==> src/rtl/rib_arbiter_pkg.sv <==
// ---------------------------------------------------------------------------
// rib_arbiter_pkg : shared master indices, slave region codes and helpers
// Revision 1.0
// ---------------------------------------------------------------------------
`default_nettype none

package rib_arbiter_pkg;

  localparam int NUM_M = 4;
  localparam int NUM_S = 3;

  localparam int M_CORE_DATA  = 0;
  localparam int M_CORE_FETCH = 1;
  localparam int M_SPARE      = 2;
  localparam int M_JTAG       = 3;

  localparam logic [3:0] REGION_ROM    = 4'h0;
  localparam logic [3:0] REGION_RAM    = 4'h1;
  localparam logic [3:0] REGION_PERIPH = 4'h2;

  localparam int BURST_MAX_DEF = 8;

  typedef enum logic [0:0] {
    ST_IDLE = 1'b0,
    ST_BUSY = 1'b1
  } state_t;

  function automatic logic [1:0] oh_to_idx(input logic [3:0] oh);
    logic [1:0] idx;
    idx = 2'd0;
    for (int i = 0; i < NUM_M; i++) begin
      if (oh[i]) idx = 2'(i);
    end
    return idx;
  endfunction

  // Rotation ring of the non-JTAG masters: position 0..2 -> m0, m2, m1
  function automatic logic [1:0] rr_master(input logic [1:0] pos);
    case (pos)
      2'd0:    return 2'(M_CORE_DATA);
      2'd1:    return 2'(M_SPARE);
      default: return 2'(M_CORE_FETCH);
    endcase
  endfunction

  function automatic logic [1:0] rr_pos(input logic [1:0] idx);
    case (idx)
      2'(M_CORE_DATA): return 2'd0;
      2'(M_SPARE):     return 2'd1;
      default:         return 2'd2;
    endcase
  endfunction

endpackage

`default_nettype wire

==> src/rtl/rib_arbiter_if.sv <==
// ---------------------------------------------------------------------------
// rib_arbiter_if : master-side and slave-side bus bundle of the arbiter
// Revision 1.0
// ---------------------------------------------------------------------------
`default_nettype none

interface rib_arbiter_if
  import rib_arbiter_pkg::*;
#(
  parameter int ADDR_W = 32,
  parameter int DATA_W = 32
);

  logic [NUM_M-1:0]             m_req_i;
  logic [NUM_M-1:0][ADDR_W-1:0] m_addr_i;
  logic [NUM_M-1:0][DATA_W-1:0] m_data_i;
  logic [NUM_M-1:0]             m_we_i;
  logic [NUM_M-1:0][DATA_W-1:0] m_data_o;

  logic [NUM_S-1:0][ADDR_W-1:0] s_addr_o;
  logic [NUM_S-1:0][DATA_W-1:0] s_data_o;
  logic [NUM_S-1:0]             s_we_o;
  logic [NUM_S-1:0][DATA_W-1:0] s_data_i;

  logic [NUM_M-1:0]             gnt_o;
  logic                         hold_flag_o;
  logic                         err_o;

  // The arbiter itself sits on the slave side of the masters' requests
  modport slave (
    input  m_req_i, m_addr_i, m_data_i, m_we_i, s_data_i,
    output m_data_o, s_addr_o, s_data_o, s_we_o, gnt_o, hold_flag_o, err_o
  );

  modport master (
    output m_req_i, m_addr_i, m_data_i, m_we_i, s_data_i,
    input  m_data_o, s_addr_o, s_data_o, s_we_o, gnt_o, hold_flag_o, err_o
  );

endinterface

`default_nettype wire

==> src/rtl/rib_prio_enc.sv <==
// ---------------------------------------------------------------------------
// rib_prio_enc : one-hot winner from requests minus exclude mask (RIB_RR_EN)
// Revision 1.0
// ---------------------------------------------------------------------------
`default_nettype none

module rib_prio_enc
  import rib_arbiter_pkg::*;
(
`ifdef RIB_RR_EN
  input  logic [1:0]       rr_ptr_i,
`endif
  input  logic [NUM_M-1:0] req_i,
  input  logic [NUM_M-1:0] excl_i,
  output logic [NUM_M-1:0] gnt_o
);

  logic [NUM_M-1:0] cand;

`ifdef RIB_RR_EN
  logic [2:0] pos_sum;
  logic [1:0] pos;
  logic [1:0] idx;
  logic       found;
`endif

  always_comb begin
    gnt_o = '0;
    cand  = req_i & ~excl_i;
`ifdef RIB_RR_EN
    pos_sum = 3'd0;
    pos     = 2'd0;
    idx     = 2'd0;
    found   = 1'b0;
    if (cand[M_JTAG]) begin
      gnt_o[M_JTAG] = 1'b1;
    end else begin
      // Walk the ring starting at the pointer; first requester wins
      for (int k = 0; k < 3; k++) begin
        pos_sum = {1'b0, rr_ptr_i} + 3'(k);
        pos     = (pos_sum >= 3'd3) ? 2'(pos_sum - 3'd3) : pos_sum[1:0];
        idx     = rr_master(pos);
        if (!found && cand[idx]) begin
          gnt_o[idx] = 1'b1;
          found      = 1'b1;
        end
      end
    end
`else
    if (cand[M_JTAG])              gnt_o[M_JTAG]       = 1'b1;
    else if (cand[M_CORE_DATA])    gnt_o[M_CORE_DATA]  = 1'b1;
    else if (cand[M_SPARE])        gnt_o[M_SPARE]      = 1'b1;
    else if (cand[M_CORE_FETCH])   gnt_o[M_CORE_FETCH] = 1'b1;
`endif
  end

endmodule

`default_nettype wire

==> src/rtl/rib_arbiter.sv <==
// ---------------------------------------------------------------------------
// rib_arbiter : 4-master / 3-slave bus arbiter with burst limit and decode;
//               define RIB_RR_EN for round-robin among m0/m2/m1
// Revision 1.0
// ---------------------------------------------------------------------------
`default_nettype none

module rib_arbiter
  import rib_arbiter_pkg::*;
#(
  parameter int ADDR_W    = 32,
  parameter int DATA_W    = 32,
  parameter int BURST_MAX = BURST_MAX_DEF
) (
  input  logic         clk,
  input  logic         rst,
  rib_arbiter_if.slave bus
);

  localparam int              CNT_W   = $clog2(BURST_MAX + 1);
  localparam logic [CNT_W-1:0] CNT_MAX = CNT_W'(BURST_MAX);

  state_t           state_q, state_d;
  logic [NUM_M-1:0] gnt_q, gnt_d;
  logic [CNT_W-1:0] cnt_q, cnt_d;
  logic [NUM_M-1:0] winner;
  logic             new_grant;
  logic             busy;
  logic             cur_req;
  logic             req_other;
  logic             at_max;
  logic             force_sw;

  logic [1:0]        gidx;
  logic [ADDR_W-1:0] sel_addr;
  logic [3:0]        region;
  logic [NUM_S-1:0]  slave_sel;
  logic [DATA_W-1:0] rdata;

`ifdef RIB_RR_EN
  logic [1:0] rr_ptr_q, rr_ptr_d;
  logic [1:0] new_pos;
`endif

  assign busy      = (state_q == ST_BUSY);
  assign cur_req   = |(bus.m_req_i & gnt_q);
  assign req_other = |(bus.m_req_i & ~gnt_q);
  assign at_max    = (cnt_q >= CNT_MAX);
  // Burst exhausted while someone waits: current master loses the bus next edge
  assign force_sw  = busy & cur_req & at_max & req_other;

  rib_prio_enc u_prio_enc (
`ifdef RIB_RR_EN
    .rr_ptr_i (rr_ptr_q),
`endif
    .req_i    (bus.m_req_i),
    .excl_i   (gnt_q),
    .gnt_o    (winner)
  );

  always_comb begin
    state_d   = state_q;
    gnt_d     = gnt_q;
    cnt_d     = cnt_q;
    new_grant = 1'b0;
    case (state_q)
      ST_IDLE: begin
        if (|bus.m_req_i) begin
          state_d   = ST_BUSY;
          gnt_d     = winner;
          cnt_d     = CNT_W'(1);
          new_grant = 1'b1;
        end
      end
      default: begin
        if (cur_req && !at_max) begin
          cnt_d = cnt_q + 1'b1;
        end else if (req_other) begin
          gnt_d     = winner;
          cnt_d     = CNT_W'(1);
          new_grant = 1'b1;
        end else if (!cur_req) begin
          state_d = ST_IDLE;
          gnt_d   = '0;
          cnt_d   = '0;
        end
      end
    endcase
  end

`ifdef RIB_RR_EN
  always_comb begin
    rr_ptr_d = rr_ptr_q;
    new_pos  = rr_pos(oh_to_idx(gnt_d));
    if (new_grant && !gnt_d[M_JTAG]) begin
      rr_ptr_d = (new_pos == 2'd2) ? 2'd0 : new_pos + 2'd1;
    end
  end

  always_ff @(posedge clk or posedge rst) begin
    if (rst) rr_ptr_q <= 2'd0;
    else     rr_ptr_q <= rr_ptr_d;
  end
`endif

  always_ff @(posedge clk or posedge rst) begin
    if (rst) begin
      state_q <= ST_IDLE;
      gnt_q   <= '0;
      cnt_q   <= '0;
    end else begin
      state_q <= state_d;
      gnt_q   <= gnt_d;
      cnt_q   <= cnt_d;
    end
  end

  assign gidx     = oh_to_idx(gnt_q);
  assign sel_addr = bus.m_addr_i[gidx];
  assign region   = sel_addr[ADDR_W-1 -: 4];

  always_comb begin
    slave_sel    = '0;
    slave_sel[0] = busy && (region == REGION_ROM);
    slave_sel[1] = busy && (region == REGION_RAM);
    slave_sel[2] = busy && (region == REGION_PERIPH);
  end

  always_comb begin
    rdata = '0;
    for (int k = 0; k < NUM_S; k++) begin
      bus.s_addr_o[k] = slave_sel[k] ? sel_addr : '0;
      bus.s_data_o[k] = slave_sel[k] ? bus.m_data_i[gidx] : '0;
      bus.s_we_o[k]   = slave_sel[k] & bus.m_we_i[gidx] & cur_req & ~force_sw;
      if (slave_sel[k]) rdata = bus.s_data_i[k];
    end
    for (int n = 0; n < NUM_M; n++) begin
      bus.m_data_o[n] = gnt_q[n] ? rdata : '0;
    end
  end

  assign bus.gnt_o       = gnt_q;
  assign bus.err_o       = busy & cur_req & ~(|slave_sel);
  assign bus.hold_flag_o = bus.m_req_i[M_CORE_FETCH] & ~(busy & gnt_q[M_CORE_FETCH]);

endmodule

`default_nettype wire

==> src/flat_wrapper.sv <==
// flat-port wrapper written by rule: the top's interface ports become plain ports
module rib_arbiter_flat import rib_arbiter_pkg::*;
#(
  parameter int ADDR_W    = 32,
  parameter int DATA_W    = 32,
  parameter int BURST_MAX = BURST_MAX_DEF
)
  (clk, rst, bus_m_req_i, bus_m_addr_i, bus_m_data_i, bus_m_we_i, bus_s_data_i, bus_m_data_o, bus_s_addr_o, bus_s_data_o, bus_s_we_o, bus_gnt_o, bus_hold_flag_o, bus_err_o);
  rib_arbiter_if #(.ADDR_W(ADDR_W), .DATA_W(DATA_W)) bus_i ();
  input  logic clk;
  input  logic rst;
  input wire logic [$bits(bus_i.m_req_i)-1:0] bus_m_req_i;
  input wire logic [$bits(bus_i.m_addr_i)-1:0] bus_m_addr_i;
  input wire logic [$bits(bus_i.m_data_i)-1:0] bus_m_data_i;
  input wire logic [$bits(bus_i.m_we_i)-1:0] bus_m_we_i;
  input wire logic [$bits(bus_i.s_data_i)-1:0] bus_s_data_i;
  output wire logic [$bits(bus_i.m_data_o)-1:0] bus_m_data_o;
  output wire logic [$bits(bus_i.s_addr_o)-1:0] bus_s_addr_o;
  output wire logic [$bits(bus_i.s_data_o)-1:0] bus_s_data_o;
  output wire logic [$bits(bus_i.s_we_o)-1:0] bus_s_we_o;
  output wire logic [$bits(bus_i.gnt_o)-1:0] bus_gnt_o;
  output wire logic [$bits(bus_i.hold_flag_o)-1:0] bus_hold_flag_o;
  output wire logic [$bits(bus_i.err_o)-1:0] bus_err_o;
  assign bus_i.m_req_i = bus_m_req_i;
  assign bus_i.m_addr_i = bus_m_addr_i;
  assign bus_i.m_data_i = bus_m_data_i;
  assign bus_i.m_we_i = bus_m_we_i;
  assign bus_i.s_data_i = bus_s_data_i;
  assign bus_m_data_o = bus_i.m_data_o;
  assign bus_s_addr_o = bus_i.s_addr_o;
  assign bus_s_data_o = bus_i.s_data_o;
  assign bus_s_we_o = bus_i.s_we_o;
  assign bus_gnt_o = bus_i.gnt_o;
  assign bus_hold_flag_o = bus_i.hold_flag_o;
  assign bus_err_o = bus_i.err_o;
  rib_arbiter #(.ADDR_W(ADDR_W), .DATA_W(DATA_W), .BURST_MAX(BURST_MAX)) u_core (.clk(clk), .rst(rst), .bus(bus_i));
endmodule
==> config.mk <==
export PLATFORM = sky130hd
export DESIGN_NAME = rib_arbiter_flat
export DESIGN_NICKNAME = d
export VERILOG_FILES = /design/src/rtl/rib_arbiter_pkg.sv /design/src/rtl/rib_arbiter_if.sv /design/src/rtl/rib_prio_enc.sv /design/src/rtl/rib_arbiter.sv /design/src/flat_wrapper.sv
export SDC_FILE = /design/constraint.sdc
export NUM_CORES = 1
export LEC_CHECK = 0
export ABC_AREA = 1
export BUFFER_PORTS_ARGS = -buffer_cell sky130_fd_sc_hd__buf_2
export CAP_MARGIN = 20
export CORE_AREA = 5 5 262 264
export DETAILED_ROUTE_END_ITERATION = 6
export DIE_AREA = 0 0 267 269
export GPL_ROUTABILITY_DRIVEN = 0
export PLACE_DENSITY_LB_ADDON = 0.2
export SLEW_MARGIN = 20
export SYNTH_ARGS = -nofsm -noshare
export SYNTH_HDL_FRONTEND = slang
export SYNTH_SLANG_ARGS = --single-unit
==> constraint.sdc <==
create_clock -name clk -period 1.5 [get_ports clk]
set_input_delay 0.15 -clock clk [delete_from_list [all_inputs] [get_ports clk]]
set_output_delay 0.15 -clock clk [all_outputs]
set_load 0.1 [all_outputs]
==> Word level (Yosys, flattened, before mapping) <==
Cells that the tools add are included.
{ "totals": {"register_bits": 9, "in_bits": 362, "wordCells": 88} }
{ "classes": {"add_sub_neg": 1, "magnitude_cmp": 2, "eq_ne": 5, "n_mux": 43, "n_bitwise": 21, "n_reduce_logical": 13} }
{ "op_table": {"columns": ["cell", "n"], "rows": [
  ["$mux 32", 15],
  ["$bmux 32 s2", 2],
  ["$mux 4", 9],
  ["$and 1x1->1", 15],
  ["$mux 1", 12],
  ["$reduce_or 4->1", 3],
  ["$and 4x4->4", 2],
  ["$mux 2", 3],
  ["$add 4x1->4 const B", 1],
  ["$eq 4x1->1 const B", 1],
  ["$eq 4x2->1 const B", 1],
  ["$ge 4x4->1 const B", 1],
  ["$logic_and 1x1->1", 4],
  ["$logic_not 4->1", 1],
  ["$ne 4x4->1 const B", 1],
  ["$not 4->4", 1],
  ["$lt 2x3->1 const B", 1],
  ["$mux 3", 1],
  ["$ne 3x3->1 const B", 1],
  ["$not 1->1", 3],
  ["$reduce_and 3->1", 1],
  ["$reduce_or 3->1", 1],
  ["$bmux 1 s2", 1],
  ["$ne 2x2->1 const B", 1],
  ["other kinds (3)", 3]
]} }

==> Logic depth before layout (Yosys ltp) <==
{ "logic_depth": {"ltp_word": 11, "ltp_mapped": 12} }

==> Modules after synthesis <==
Synthesis repeated with hierarchy kept, for this count alone.
{ "hier_totals": {"cells_unflattened": 1024, "area_unflattened_um2": 4907.2} }
{ "modules_own_cells": {"columns": ["module", "instances", "cells_per_inst", "area_per_inst_um2", "seq_area_each_um2"], "rows": [
  ["rib_arbiter", 1, 1010, 4844.6, 225.2],
  ["rib_prio_enc", 1, 14, 62.6, 0.0]
]} }

==> Worst setup path before layout <==
No wires, ideal clock.
{ "synth_path": {"kind": "register to output", "startpoint": "reg u_core.gnt_q[3], in the netlist u_core.bus.gnt_o[3]", "endpoint": "out bus_err_o", "arrival_ns": 3.983, "t_required_ns": 1.350, "slack_ns": -2.633, "stages_incl_launch_ff": 9, "path_cell_list": "dfrtp_1 > inv_2 > buf_6 > nand3_1 > nand3_1 > nand2_2 > nor2_4 > buf_2 > nor3b_1"} }
{ "synth_between": {"elab_chain_len": 8, "word_cells_on_any_way": 15} }
{ "synth_lines": {"columns": ["item", "line_no", "rtl"], "rows": [
  ["start, declared", "rib_arbiter.sv:24", "logic [NUM_M-1:0] gnt_q, gnt_d;"],
  ["start signal, assigned", "rib_arbiter.sv:113", "gnt_q <= gnt_d;"],
  ["$mux 2", "rib_arbiter_pkg.sv:32", "if (oh[i]) idx = 2'(i);"],
  ["$bmux 32 s2", "rib_arbiter.sv:119", "assign sel_addr = bus.m_addr_i[gidx];"],
  ["$mux 32 (not written as such)", "rib_arbiter.sv:119", null],
  ["$eq 4x1->1, or another cell as far along", "rib_arbiter.sv:125", "slave_sel[1] = busy && (region == REGION_RAM);"],
  ["$logic_and 1x1->1, on equally long branches", "rib_arbiter.sv:125, rib_arbiter.sv:124, rib_arbiter.sv:126", null],
  ["$reduce_or 3->1", "rib_arbiter.sv:143", "assign bus.err_o = busy & cur_req & ~(|slave_sel);"],
  ["$not 1->1", "rib_arbiter.sv:143", null],
  ["$and 1x1->1 (*)", "rib_arbiter.sv:143", null],
  ["end, declared", "flat_wrapper.sv:23", "output wire logic [$bits(bus_i.err_o)-1:0] bus_err_o;"]
]} }
Every way passes the cells marked *; elsewhere a longest branch is shown, timed or not. The select of a mux whose other input is x is not followed.

==> Final worst setup path <==
{ "layout_path": {"startpoint": "reg u_core.gnt_q[2], in the netlist u_core.bus.gnt_o[2]", "endpoint": "out bus_s_addr_o[12]"} }
{ "layout_between": {"elab_chain_len": 7} }
{ "layout_lines": {"columns": ["item", "line_no", "rtl"], "rows": [
  ["$mux 2 (*) (2 in a row)", "rib_arbiter_pkg.sv:32", null],
  ["$bmux 32 s2 (*)", "rib_arbiter.sv:119", null],
  ["$mux 32 (not written as such) (*)", "rib_arbiter.sv:119", null],
  ["$logic_not 4->1", "rib_arbiter.sv:124", "slave_sel[0] = busy && (region == REGION_ROM);"],
  ["$logic_and 1x1->1", "rib_arbiter.sv:124", null],
  ["$mux 32 (*)", "rib_arbiter.sv:132", "bus.s_addr_o[k] = slave_sel[k] ? sel_addr : '0;"],
  ["end, declared", "flat_wrapper.sv:18", "output wire logic [$bits(bus_i.s_addr_o)-1:0] bus_s_addr_o;"]
]} }
Marks and branches as above.

==> summary.md <==
| Metric | Value |
|---|---|
| Outcome | `finished with violations` |
| Failing checks | `setup timing` |
| Post-DP HPWL | `46.67 mm` |
| Port bufs | `680` |
| Clk slew on worst S/H paths | `0.04 ns` |
| DR WL/cell | `between 20 and 25 um` |
| CTS Sinks | `9` |
| Cell chain of the critical path | `buf_6 > nor2_4 > buf_6 > nor2_2 > nand2_2 > nand2_4 > buf_6 > nor2_4 > nand2_4 > buf_12 > clkbuf_16 > nor2_4 > buf_12` |
| Die H | `around 270 um` |
| Cell Rows | `95` |
| Crit-path max FO | `9` |
| GR peak layer | `met2` |
| Post-DP Area | `roughly 18000 um^2` |
| RSZ-0062 raised after global routing | `yes` |
| Actual slew at the worst max-slew pin | `around 0.9 ns` |
| Total CTS buffers | `3` |
| Clock tree buffer depth | `2` |
| Die Area | `between 70000 and 80000 um^2` |
| Largest family of logic cells by synthesized area | `simple AND/OR/NAND/NOR gates` |
| First-pass GRT wire length | `78.30 mm` |
| Via density per instance | `between 3 and 4` |
| Setup ws final | `-1.115 ns` |
| Register area share after synthesis | `0.04622` |
| Xor/xnor share of the synthesized area | `0.001798` |
| DRT iter0 DRCs | `just over 400` |
| Data required, critical path | `~1.4 ns` |
| TritonCTS clock tree | `done` |
| CTS Root Cell | `clkbuf_16` |
| Max-cap violations | `0` |
| Simple-gate share of the synthesized area | `0.5080` |
| Fin nets | `about 2300` |
| GRT met3 Usage | `0.04088` |
| Synth-to-Final Area Change | `329.9%` |
| Grt ovf | `0` |
| H-tree depth | `1` |
| Post-Place Worst Slack | `-1.090 ns` |
| Die width | `between 200 and 300 um` |
| Initial antenna violation count | `16` |
| Adder-Cell Fraction of Synth Area | `0.005136` |
| Synth Area in Compound Gates | `0.3177` |
| CP max stage cell | `dfrtp_4` |
| Mux contribution to synthesized area | `0` |
| Data arrival time of the critical path | `around 2.5 ns` |
| Initial DRT Pass Iterations | `5` |
| Met2 usage | `0.2834` |
| Ys Warns | `0` |
| Vias in the first global route | `roughly 11000` |
| Max stage delay on crit path | `between 0.4 and 0.5 ns` |
| Mapped Area | `4872 um^2` |
| GRT Total Usage | `0.1441` |
| Final WL | `about 61 mm` |
| Fin area | `~21000 um^2` |
| Fmax achieved | `around 380 MHz` |
| Final Critical Period | `approximately 2.6 ns` |
| Clock skew | `0.002293 ns` |
| Final setup vio count | `323` |
| Met1 usage | `0.1579` |
| Syn_area_per_cell | `approximately 4.8 um^2` |
| Initial Utilization | `0.07346` |
| Worst setup path class | `reg -> out` |
| Library cells used by synthesis | `31` |
| ANT nets after route | `0` |
| Synthesized flop and latch total | `9` |
| Pin count of the biggest net entering global routing | `50` |
| Routed via count | `~11000` |
| DRC | `0` |
| Worst setup EP type | `primary output` |
| Core Region | `approximately 66000 um^2` |
| Clock insertion delay at the later pin of the skew report | `0.24 ns` |
| Top Ports | `~690` |
| Slew HR | `0.4146` |
| CP Launch Type | `flip-flop` |
| Final hold vios | `0` |
| Share of cells above drive strength 1 | `0.7419` |
| Hold Crit Class | `in -> reg` |
| Period utilization | `1.743` |
| Cell count after synthesis | `just over 1000` |
| Max Transition Viols Final | `0` |
==> sequential cells by signal, indices dropped and copies added, names as in the netlist <==
| register | count |
|---|---|
| u_core.bus.gnt_o | 4 |
| u_core.busy | 1 |
| u_core.cnt_q | 4 |
==> layout by cell type, fill, tap and decap left out, types with 8 or more instances in the layout <==
cell and n:
nor2_2 10, nor2_1 63, nand4_4 10, nand4_1 24, buf_12 355, buf_4 145
inv_1 19, nor2_4 187, nand3_1 8, nand2_1 224, o22ai_1 54, o211ai_1 59
buf_2 363, conb_1 10, a21oi_4 128, buf_16 23, buf_6 49, nand2_4 36
buf_8 9, nand2_2 28, clkbuf_16 22
==> cells in the mapped netlist, drive strengths merged <==
cell,number,area (um^2)
a21oi,132,660.6
a32o,1,10.01
buf,65,351.6
clkbuf,35,131.4
clkinv,1,3.750
conb,1,3.750
dfrtp,9,225.2
ha,2,25.02
inv,26,100.1
nand2,294,1121
nand3,14,75.07
nand3b,1,7.510
nand4,34,275.3
nor2,260,988.4
nor3b,1,7.510
o211ai,59,442.9
o21ai,13,65.06
o22ai,59,369.1
xor2,1,8.760
==> metrics by stage <==
stage | TNS (ns) | hold slack (ns) | cells | util
3_3_place_gp | -233.21 | 0.1472 | 2660 | 0.2643
5_1_grt | -350.54 | 0.2477 | 2761 | 0.3157
4_1_cts | -335.25 | 0.2204 | 2707 | 0.2937
2_1_floorplan | -345.95 | -0.02209 | 1017 | -
3_5_place_dp | -235.87 | 0.1543 | 2660 | 0.2643
6_report | -324.37 | 0.2143 | 2762 | 0.3158
==> timing repair <==
item,4_1_cts,5_1_grt
buffers inserted,32,34
endpoints found under the setup margin,324,324
resized for setup,253,161
cloned,11,20
hold endpoints to repair,9,0
hold buffers,1,0
pin swaps,96,132
==> worst paths after layout <==
check,from,end,slack [ns],cells after the start
min,bus_m_req_i[0],u_core.bus.gnt_o[0],0.21,3
max,u_core.bus.gnt_o[2],bus_s_addr_o[12],-1.11,13
max reg2reg,u_core.bus.gnt_o[3],u_core.cnt_q[0],-0.39,11
max in group asynchronous,rst,u_core.bus.gnt_o[2],0.72,3
min reg2reg,u_core.cnt_q[0],u_core.cnt_q[0],0.51,2
min in group asynchronous,rst,u_core.bus.gnt_o[0],0.45,3
==> critical path, delay by kind of cell (launching register included) <==
| kind | cells | cell delay [ns] |
|---|---|---|
| simple gates | 7 | 0.75 |
| buf+inv | 6 | 0.93 |
| flops | 1 | 0.48 |
==> per-layer routing <==
layer / share of wire / vias up
met5: 0.0016 / -
met3: 0.082 / 61
li1: - / 5178
met1: 0.36 / 5160
met2: 0.54 / 539
met4: 0.012 / 16
==> cell families (layout without fill, tap and decap cells) <==
group	Yosys count	count (layout)
AO/OA/AOI/OAI	264	264
XOR/XNOR	1	1
other	1	12
flip-flops	9	9
adder cells (fa/ha/maj)	2	2
AND/OR/NAND/NOR	604	605
buffers and inverters	127	996
==> area by class of cell <==
| class | instances | area, um^2 |
|---|---|---|
| clock buffers | 4 | 78.83 |
| repair buffers | 965 | 11830 |
| multi-input cells | 882 | 7575 |
| diodes | 2 | 5.005 |
| inverters | 27 | 123.9 |
| fillers | 6865 | 45380 |
| well taps | 873 | 1092 |
| flip-flops and latches | 9 | 237.7 |
Power is left out: the tool's default activity adds up to more than one toggle a clock period on the data nets, which glitch-free logic cannot reach.
